[src/rtl/sfx_pkg.sv]
// Shared types, note tables and note-to-pitch helper for the sound-effect sequencer.
package sfx_pkg;

   typedef enum logic [1:0] {StIdle, StBg, StPlay} state_t;

   typedef logic [5:0] note_t;

   localparam note_t       NOTE_REST    = 6'd0;
   // Note code n sounds at n * NOTE_STEP_HZ (harmonic series on a 16 Hz base).
   localparam int unsigned NOTE_STEP_HZ = 16;
   localparam int unsigned MAX_EVT      = 8;
   localparam int unsigned MAX_STEPS    = 16;

   localparam int unsigned EFX_TBL [MAX_EVT][MAX_STEPS] = '{
      '{ 8,  6,  4,  2,  8,  6,  4,  2, 12, 10,  8,  6,  4,  3,  2,  1},
      '{ 2,  4,  6,  8, 10, 12, 16, 20,  2,  4,  6,  8, 10, 12, 16, 20},
      '{ 5,  5,  3,  3,  5,  5,  3,  3,  6,  6,  4,  4,  6,  6,  4,  4},
      '{ 1,  3,  1,  3,  2,  4,  2,  4,  1,  3,  1,  3,  2,  4,  2,  4},
      '{16, 14, 12, 10,  8,  6,  4,  2, 16, 14, 12, 10,  8,  6,  4,  2},
      '{ 3,  6,  9, 12, 15, 18, 21, 24, 27, 30, 33, 36, 39, 42, 45, 48},
      '{20,  0, 20,  0, 24,  0, 24,  0, 20,  0, 20,  0, 24,  0, 24,  0},
      '{32, 24, 16,  8, 32, 24, 16,  8, 32, 24, 16,  8, 32, 24, 16,  8}
   };

   localparam int unsigned BG_TBL [MAX_STEPS] = '{
      3, 4, 5, 6, 4, 3, 2, 3, 5, 6, 8, 6, 5, 4, 3, 2
   };

   function automatic note_t efx_note(logic [2:0] idx, logic [3:0] step);
      return note_t'(EFX_TBL[idx][step]);
   endfunction

   function automatic note_t bg_note(logic [3:0] step);
      return note_t'(BG_TBL[step]);
   endfunction

   // Clock cycles per half period of the note; 0 means rest.
   function automatic logic [31:0] note_half_period(note_t note, int unsigned clk_hz);
      int unsigned hp;
      hp = 0;
      if (note != NOTE_REST) begin
         hp = clk_hz / (2 * NOTE_STEP_HZ * 32'(note));
         if (hp == 0) begin
            hp = 1;
         end
      end
      return hp;
   endfunction

endpackage

[src/rtl/sfx_tone_gen.sv]
// Square-wave tone generator: toggles every half_period cycles, silent on rest or mute.
module sfx_tone_gen (
   input  logic        clk,
   input  logic        reset,
   input  logic [31:0] half_period,
   input  logic        mute,
   output logic        out
);

   logic [31:0] hp_q;
   logic [31:0] cnt_q, cnt_d;
   logic        tone_q, tone_d;

   always_comb begin
      cnt_d  = cnt_q + 32'd1;
      tone_d = tone_q;
      // A new pitch restarts the waveform from its low phase.
      if (half_period != hp_q || half_period == '0) begin
         cnt_d  = '0;
         tone_d = 1'b0;
      end else if (cnt_q >= half_period - 32'd1) begin
         cnt_d  = '0;
         tone_d = ~tone_q;
      end
   end

   always_ff @(posedge clk) begin
      if (!reset) begin
         hp_q   <= '0;
         cnt_q  <= '0;
         tone_q <= 1'b0;
         out    <= 1'b0;
      end else begin
         hp_q   <= half_period;
         cnt_q  <= cnt_d;
         tone_q <= tone_d;
         out    <= tone_d & ~mute;
      end
   end

endmodule

[src/rtl/sfx_sequencer.sv]
// Beat-timed sound-effect sequencer: prioritised event effects over a looping background tune.
module sfx_sequencer
   import sfx_pkg::*;
#(
   parameter int unsigned CLK_HZ  = 100_000_000,
   parameter int unsigned BEAT_HZ = 8,
   parameter int unsigned N_EVT   = 4,
   parameter int unsigned SEQ_LEN = 8,
   parameter int unsigned DUTY_W  = 10
) (
   input  logic             clk,
   input  logic             reset,
   input  logic [N_EVT-1:0] evt,
   input  logic             bg_en,
   input  logic             mute,
   output logic             audio_out,
   output logic             gain_n,
   output logic             amp_on,
   output logic             busy,
   output logic [2:0]       cur_evt
);

   localparam int unsigned TICK_DIV  = CLK_HZ / BEAT_HZ;
   localparam logic [3:0]  LAST_STEP = 4'(SEQ_LEN - 1);

   if (N_EVT < 1 || N_EVT > MAX_EVT || SEQ_LEN < 2 || SEQ_LEN > MAX_STEPS ||
       DUTY_W < 2 || CLK_HZ < BEAT_HZ) begin : g_param_err
      $error("sfx_sequencer: parameter out of range");
   end

   state_t           state_q;
   logic [31:0]      tick_cnt_q;
   logic             tick;
   logic [N_EVT-1:0] evt_q, evt_rise, pending_q, clr_mask;
   logic [3:0]       step_q, bg_step_q;
   logic             pend_any, start_play;
   logic [2:0]       pend_idx;
   note_t            note;
   logic [31:0]      half_period;

   assign gain_n   = 1'b1;
   assign tick     = (tick_cnt_q == TICK_DIV - 1);
   assign evt_rise = evt & ~evt_q;

   always_ff @(posedge clk) begin
      if (!reset) begin
         tick_cnt_q <= '0;
         evt_q      <= '0;
         amp_on     <= 1'b0;
      end else begin
         tick_cnt_q <= tick ? '0 : tick_cnt_q + 32'd1;
         evt_q      <= evt;
         amp_on     <= 1'b1;
      end
   end

   always_comb begin
      pend_any = |pending_q;
      pend_idx = '0;
      for (int i = int'(N_EVT) - 1; i >= 0; i--) begin
         if (pending_q[i]) begin
            pend_idx = 3'(i);
         end
      end
      // In PLAY a new effect starts only by preemption or at the end of the current one.
      start_play = tick && pend_any &&
                   (state_q != StPlay || pend_idx < cur_evt || step_q == LAST_STEP);
      clr_mask   = start_play ? (N_EVT'(1) << pend_idx) : '0;
   end

   always_ff @(posedge clk) begin
      if (!reset) begin
         state_q   <= StIdle;
         pending_q <= '0;
         step_q    <= '0;
         bg_step_q <= '0;
         busy      <= 1'b0;
         cur_evt   <= '0;
      end else begin
         // Edges arriving on a tick are only seen by the following tick.
         pending_q <= (pending_q & ~clr_mask) | evt_rise;
         if (start_play) begin
            state_q <= StPlay;
            step_q  <= '0;
            busy    <= 1'b1;
            cur_evt <= pend_idx;
         end else if (tick) begin
            unique case (state_q)
               StIdle: begin
                  if (bg_en) begin
                     state_q <= StBg;
                  end
               end
               StBg: begin
                  if (!bg_en) begin
                     state_q <= StIdle;
                  end else begin
                     bg_step_q <= (bg_step_q == LAST_STEP) ? '0 : bg_step_q + 4'd1;
                  end
               end
               StPlay: begin
                  if (step_q == LAST_STEP) begin
                     state_q <= bg_en ? StBg : StIdle;
                     busy    <= 1'b0;
                     cur_evt <= '0;
                  end else begin
                     step_q <= step_q + 4'd1;
                  end
               end
               default: state_q <= StIdle;
            endcase
         end
      end
   end

   always_comb begin
      unique case (state_q)
         StPlay:  note = efx_note(cur_evt, step_q);
         StBg:    note = bg_note(bg_step_q);
         default: note = NOTE_REST;
      endcase
   end

   assign half_period = note_half_period(note, CLK_HZ);

   sfx_tone_gen u_tone_gen (
      .clk         (clk),
      .reset       (reset),
      .half_period (half_period),
      .mute        (mute),
      .out         (audio_out)
   );

endmodule
[config.mk]
export PLATFORM = sky130hd
export DESIGN_NAME = sfx_sequencer
export DESIGN_NICKNAME = d
export VERILOG_FILES = /design/src/rtl/sfx_pkg.sv /design/src/rtl/sfx_tone_gen.sv /design/src/rtl/sfx_sequencer.sv
export SDC_FILE = /design/constraint.sdc
export NUM_CORES = 1
export LEC_CHECK = 0
export CAP_MARGIN = 20
export CELL_PAD_IN_SITES_DETAIL_PLACEMENT = 0
export CELL_PAD_IN_SITES_GLOBAL_PLACEMENT = 1
export CORE_UTILIZATION = 50
export CTS_BUF_LIST = sky130_fd_sc_hd__clkbuf_4
export CTS_CLUSTER_DIAMETER = 80
export DETAILED_ROUTE_END_ITERATION = 10
export GPL_TIMING_DRIVEN = 0
export HOLD_SLACK_MARGIN = 0.03
export PLACE_DENSITY = 0.95
export SYNTH_ARGS = -nofsm -noshare
export SYNTH_HDL_FRONTEND = slang
export SYNTH_SLANG_ARGS = --single-unit
[constraint.sdc]
create_clock -name clk -period 86.3 [get_ports clk]
set_input_delay 12.945 -clock clk [delete_from_list [all_inputs] [get_ports clk]]
set_output_delay 12.945 -clock clk [all_outputs]
set_load 0.02 [all_outputs]
# After elaboration in Yosys (flattened, before gate mapping)
# Memory sizes are Yosys's and may differ from the RTL's.
# Index checks and enable logic that the tools add are counted.
# word_totals
ff_bits,121
romBits,4608
output_inout_bits,7
word_cells,110
memories,2
# op_classes
add_sub_neg,5
div,1
n_lt_le_gt_ge,5
eq_ne,13
n_shift,1
mux,34
bitwise_logic,14
n_reduce_logical,21
# mem_list
memory,words,width,read_ports,rd_clocked_by_memory_dff,wr,line_no,text
(no name shown),8,512,1,0,0,sfx_pkg.sv:30,return note_t'(EFX_TBL[idx][step]);
(no name shown),16,32,1,0,0,sfx_pkg.sv:34,return note_t'(BG_TBL[step]);
# op_table
op,n
two-way mux 512 bit,2
binary-select mux 32 bit (select 4 bit),1
adder 32 x 1 -> 32 bit (second input constant),2
logical NOT 32 bit,2
two-way mux 32 bit,2
divider 27 x 11 -> 32 bit (first input constant),1
== test 32 x 24 -> 1 bit (second input constant),1
>= comparator 32 bit,1
!= test 32 bit,1
subtractor 32 x 1 -> 32 bit (second input constant),1
two-way mux 6 bit,4
two-way mux 3 bit,7
two-way mux 2 bit,6
one-hot mux 6 bit (2 select lines),1
AND reduction 4 bit,3
>= comparator 5 bit (second input constant),2
NOT 4 -> 5 bit,2
!= test 3 bit (second input constant),3
adder 4 x 1 -> 4 bit (second input constant),2
AND 4 bit,2
== test 4 x 3 -> 1 bit (second input constant),2
two-way mux 1 bit,8
two-way mux 4 bit,2
!= test 2 bit (second input constant),4
20 further kinds,32

# Depth between registers and ports, before layout
# depth
ltp_word,17
ltp_mapped,357
ltp_nobuf,324

# Hierarchy
# A second synthesis with hierarchy kept.
# unflattened
hier_cells,3024
hier_area_um2,21927.3
# modules_own_cells
module,n_inst,cells_each,area_each_um2,seq_area_each_um2
sfx_sequencer,1,2590,17978.5,1081.0
sfx_tone_gen,1,434,3948.8,1321.3

# Worst setup path after synthesis
# No wires, ideal clock.
# synth_timing
path_kind,register -> register
start,register cur_evt[0]
end,register u_tone_gen.cnt_q[22]
arrival_time_ns,62.874
required_time_ns,86.220
slack_ns,23.346
stages_incl_launch_ff,338
cell_sequence,dfxtp_1 clkbuf_1 inv_1 ha_1 a211oi_1 a311o_1 o211ai_1 o21ai_0 nand2_1 a21boi_0 inv_1 ha_1 nand2_1 nand2_1 nand2_1 nor2_1 ha_1 nand2_1 [... 302 more ...] a21oi_1 nor2b_1 o21ai_0 nand2b_1 a21oi_1 nor2b_1 o21ai_0 nand2b_1 a21oi_1 nor2b_1 o21ai_0 nand2b_1 a21oi_1 nor3_1 a211oi_1 nand2_1 buf_1 nor3_1
# synth_via
elab_chain_len,15
word_cells_on_any_way,19
# synth_lines
element,line_no,text
"start, declared",sfx_sequencer.sv:20,output logic [2:0] cur_evt
"start signal, assigned",sfx_sequencer.sv:86,cur_evt <= pend_idx;
NOT 3 -> 4 bit (implied by the code) *,sfx_pkg.sv:30,
memory (8 x 512 bit) *,--,
two-way mux 512 bit (implied by the code) * (2 in series),sfx_pkg.sv:30,
binary-select mux 32 bit (select 4 bit) *,sfx_pkg.sv:30,
two-way mux 6 bit (implied by the code) * (2 in series),sfx_pkg.sv:30,
one-hot mux 6 bit (2 select lines) *,sfx_sequencer.sv:117,unique case (state_q)
divider 27 x 11 -> 32 bit,sfx_pkg.sv:42,hp = clk_hz / (2 * NOTE_STEP_HZ * 32'(note));
logical NOT 32 bit,sfx_pkg.sv:43,if (hp == 0) begin
two-way mux 32 bit,sfx_pkg.sv:43,
two-way mux 32 bit *,sfx_pkg.sv:41,if (note != NOTE_REST) begin
subtractor 32 x 1 -> 32 bit (tied with other cells),sfx_tone_gen.sv:21,end else if (cnt_q >= half_period - 32'd1) begin
>= comparator 32 bit / logical OR 1 bit (equally long branches),"sfx_tone_gen.sv:21, sfx_tone_gen.sv:18",
OR reduction 3 bit (no line) *,--,
"end signal, assigned",sfx_tone_gen.sv:35,cnt_q <= cnt_d;
"end, declared",sfx_tone_gen.sv:11,"logic [31:0] cnt_q, cnt_d;"
# Mark *: on every way between the ends. The rest lies on a longest branch, timed or not. The select of a mux whose other input is x is not followed.
# A chain may end at the register's enable or synchronous reset.

# Worst setup path in the final report
# layout_timing
start,register cur_evt[0]
end,register u_tone_gen.cnt_q[26]
# The elaborated chain is that of the path after synthesis.

==> impl_metrics.env <==
export IMPL_tritoncts="done"
export IMPL_setup_worst_path_class="flip-flop to flip-flop"
export IMPL_cts_sink_count=115
export IMPL_cellPowerDensity_mw_per_mm2=4.19
export IMPL_number_of_synthesized_flops_with_an_enable_pin=0
export IMPL_crit_buf_inv=52
export IMPL_startpoint_type="flip-flop"
export IMPL_timing_final_hold_violations=0
export IMPL_critical_path_arrival_ns=79.70
export IMPL_grt_ovfl_total=0
export IMPL_route_top_layer_used="met4"
export IMPL_max_slew_worst_pin_slew_ns=1.07
export IMPL_clock_path_buffers=2
export IMPL_setup_total_negative_slack_ns=0
export IMPL_timing_critical_path_slowest_cell_delay_ns=0.61
export IMPL_antennaDiodeCount=0
export IMPL_grt_first_pass_wirelength_microns=110000
export IMPL_firstDrtPassIters=9
export IMPL_final_max_slew_viol_count=0
export IMPL_synth_area_per_cell_sq_um=7.15
export IMPL_start_util_pct=50.6
export IMPL_drt_first_iter_violations=2212
export IMPL_critical_path_top_cell_by_count="a21oi_1"
export IMPL_placed_cells_incl_taps=3734
export IMPL_drt_wl_total_microns=66600
export IMPL_clkLatencyLatePin_ns=0.58
export IMPL_detail_route_antenna_nets=0
export IMPL_synth_largest_area_cell="dfxtp_1"
export IMPL_dp_hpwl_microns=53300
export IMPL_via_count_of_the_first_global_routing_pass=22800
export IMPL_io_pin_count=15
export IMPL_synthDistinctLibCells=132
export IMPL_chipHeight_microns=213
export IMPL_met2_length_microns=31400
export IMPL_grt_util_all_layers_pct=28.6
export IMPL_worst_path_max_delay_cell="a2111oi_0"
export IMPL_run_status="finished clean"
export IMPL_dp_worst_setup_slack_ns=7.84
export IMPL_drt_drc_violations_left=0
export IMPL_detail_route_wl_per_cell_microns=17.7
export IMPL_postLayoutCoreUtil_pct=53.6
export IMPL_post_route_period_util_pct=91.8
export IMPL_route_vias_total=24400
export IMPL_drive_above_1_share_pct=8.44
export IMPL_post_synth_main_area_contributors="dfxtp_1 (10%), ha_1 (8.7%), xnor2_1 (5.5%), nor2_1 (5.3%), nand2_1 (4.8%)"
export IMPL_clock_skew_ns=0.0267
export IMPL_core_area_sq_mm=0.0441
export IMPL_endpoint_kind="flip-flop"
export IMPL_top_area_cell_type_share_of_the_netlist_area_pct=10.3
export IMPL_synth_warnings=0
export IMPL_timing_final_setup_violations=0
export IMPL_grt_setup_unrepaired="false"
export IMPL_wl_met1_microns=30600
export IMPL_clk_transition_reported_paths_ns=0.13
export IMPL_gp_congestion=0.943
export IMPL_finalWorstSetupSlack_ns=7.09
export IMPL_post_cts_hold_buffer_count=0
export IMPL_numCtsBuffers=17
export IMPL_grt_start_max_net_pins=17
export IMPL_min_period_ns=79.21
export IMPL_synth_async_reset_ratio_pct=0
export IMPL_syn_inst=3124
export IMPL_placement_rows=77
export IMPL_max_vdd_drop_v=0.0000106
export IMPL_vias_per_cell=6.49
export IMPL_dominantRegCellSynth="dfxtp_1"
export IMPL_finish_net_count=3324
export IMPL_grt_antenna_before_repair=0
export IMPL_total_number_of_h_tree_levels=4
export IMPL_maximum_operating_frequency_ghz=0.0126
export IMPL_min_path_type="flip-flop to flip-flop"
export IMPL_die_w_microns=213
export IMPL_worst_slew_margin_rel_pct=28.4
export IMPL_cts_root_buf="clkbuf_4"
export IMPL_endpoint_required_time_on_the_critical_path_ns=86.79
export IMPL_post_synth_design_cell_area_sq_mm=0.0223
export IMPL_timing_reg2reg_setup_slack_ns=7.09
export IMPL_area_grow_syn2layout_pct=5.77
export IMPL_io_buffers=12
export IMPL_power_static_leakage_uw=0.00833
export IMPL_synth_seq_cells=115
export IMPL_path_max_fanout=10
export IMPL_share_of_the_yosys_chip_area_belonging_to_registers_pct=10.3
export IMPL_maxcap_viol_count=0
export IMPL_dieArea_sq_mm=0.0455
export IMPL_layout_cells_non_filler=3766
export IMPL_routed_wl_met3_microns=3190
export IMPL_timing_critical_path_max_delay_family="compound AO/OA/AOI/OAI gates"
-- area by class of cell --
class                   count  area [sq um]
plain buffers             125           567
clock buffers              17           128
clock inverters            15           166
fillers                  4311         20500
inverters                  81           304
multi-input cells        2804         19200
flip-flops and latches    115          2300
well taps                 592           741
repair buffers             17           235
-- cell families (layout without fill, tap and decap cells) --
family,Yosys count,after routing,share of synthesized area [%]
and+or+nand+nor,1397,1397,33.4
AOI/OAI and AO/OA,934,934,30.3
xor gates and xnor gates,232,232,9.41
buffers and inverters,206,255,3.89
adders and majority gates,155,155,8.68
DFF,115,115,10.3
muxes,83,83,4.02
other,2,3,0.0336
-- worst register-to-register path, delay by kind of cell (launching register included) --
| family | cells | cell delay [ns] |
|---|---|---|
| buf+inv | 52 | 13.60 |
| compound gates | 123 | 28.55 |
| flops | 1 | 0.38 |
| fa+ha+maj | 29 | 8.83 |
| simple gates | 123 | 26.63 |
| xor+xnor | 1 | 0.12 |
| mux | 4 | 1.03 |
-- synth_stat cells (74+ instances only) --
master	count
dfxtp_1	115
xor2_1	84
nand2_1	283
clkbuf_1	74
inv_1	80
nor2_1	317
ha_1	155
o21ai_0	140
nor3_1	126
xnor2_1	141
nand3_1	135
a21oi_1	177
-- through the flow --
step | power [uW] | hold WS [ns] | cell area, sq um
floorplan | 56.3 | 0.430 | 22300
global placement | 57.2 | 0.443 | 23200
detailed placement | 57.3 | 0.458 | 23300
CTS | 100 | 0.478 | 23600
global route | 103 | 0.491 | 23600
finish | 99.0 | 0.477 | 23600
-- registers in the layout (all words and copies together), names as in the netlist, 2 cells and up --
| register | cells |
|---|---|
| state_q | 2 |
| u_tone_gen.hp_q | 27 |
| cur_evt | 2 |
| u_tone_gen.cnt_q | 32 |
| step_q | 4 |
| bg_step_q | 4 |
| evt_q | 4 |
| pending_q | 4 |
| tick_cnt_q | 32 |
-- final timing paths --
path	start	endpoint	cells past startpoint
worst min register to register	busy	busy	2
worst max-delay path	cur_evt[0]	u_tone_gen.cnt_q[26]	332
worst min-delay path	busy	busy	2
worst max register to register	cur_evt[0]	u_tone_gen.cnt_q[26]	332
-- power breakdown --
group | total [uW] | internal, uW | switching (uW)
logic | 2.36 | 1.02 | 1.33
registers | 53.7 | 53.5 | 0.280
clock network | 42.9 | 17.9 | 25.0
-- per-layer routing --
layer,global-route usage (%),up-vias
met5,0,-
met4,7.88,0
met3,2.78,123
met2,49.3,802
met1,37.8,11600
li1,-,11900
-- layout by cell type, fill, tap and decap left out, drive strengths merged, types with 51 or more instances in the layout --
master,count
nor2,318
nand2,284
a21oi,181
o21ai,169
nor3,156
ha,155
xnor2,142
nand3,137
dfxtp,115
clkbuf,92
inv,90
xor2,87
nand2b,63
a31oi,61
and3,59
nand4,59
nor2b,57
a211oi,56
a21o,55
buf,55
and2,53
mux2i,51
-- repair_timing --
action / 4_1_cts / 5_1_grt
setup endpoints to repair: 0 / 34
gates resized for setup: 0 / 7
setup buffers: 0 / 0
(Power assumes the default switching activity.)
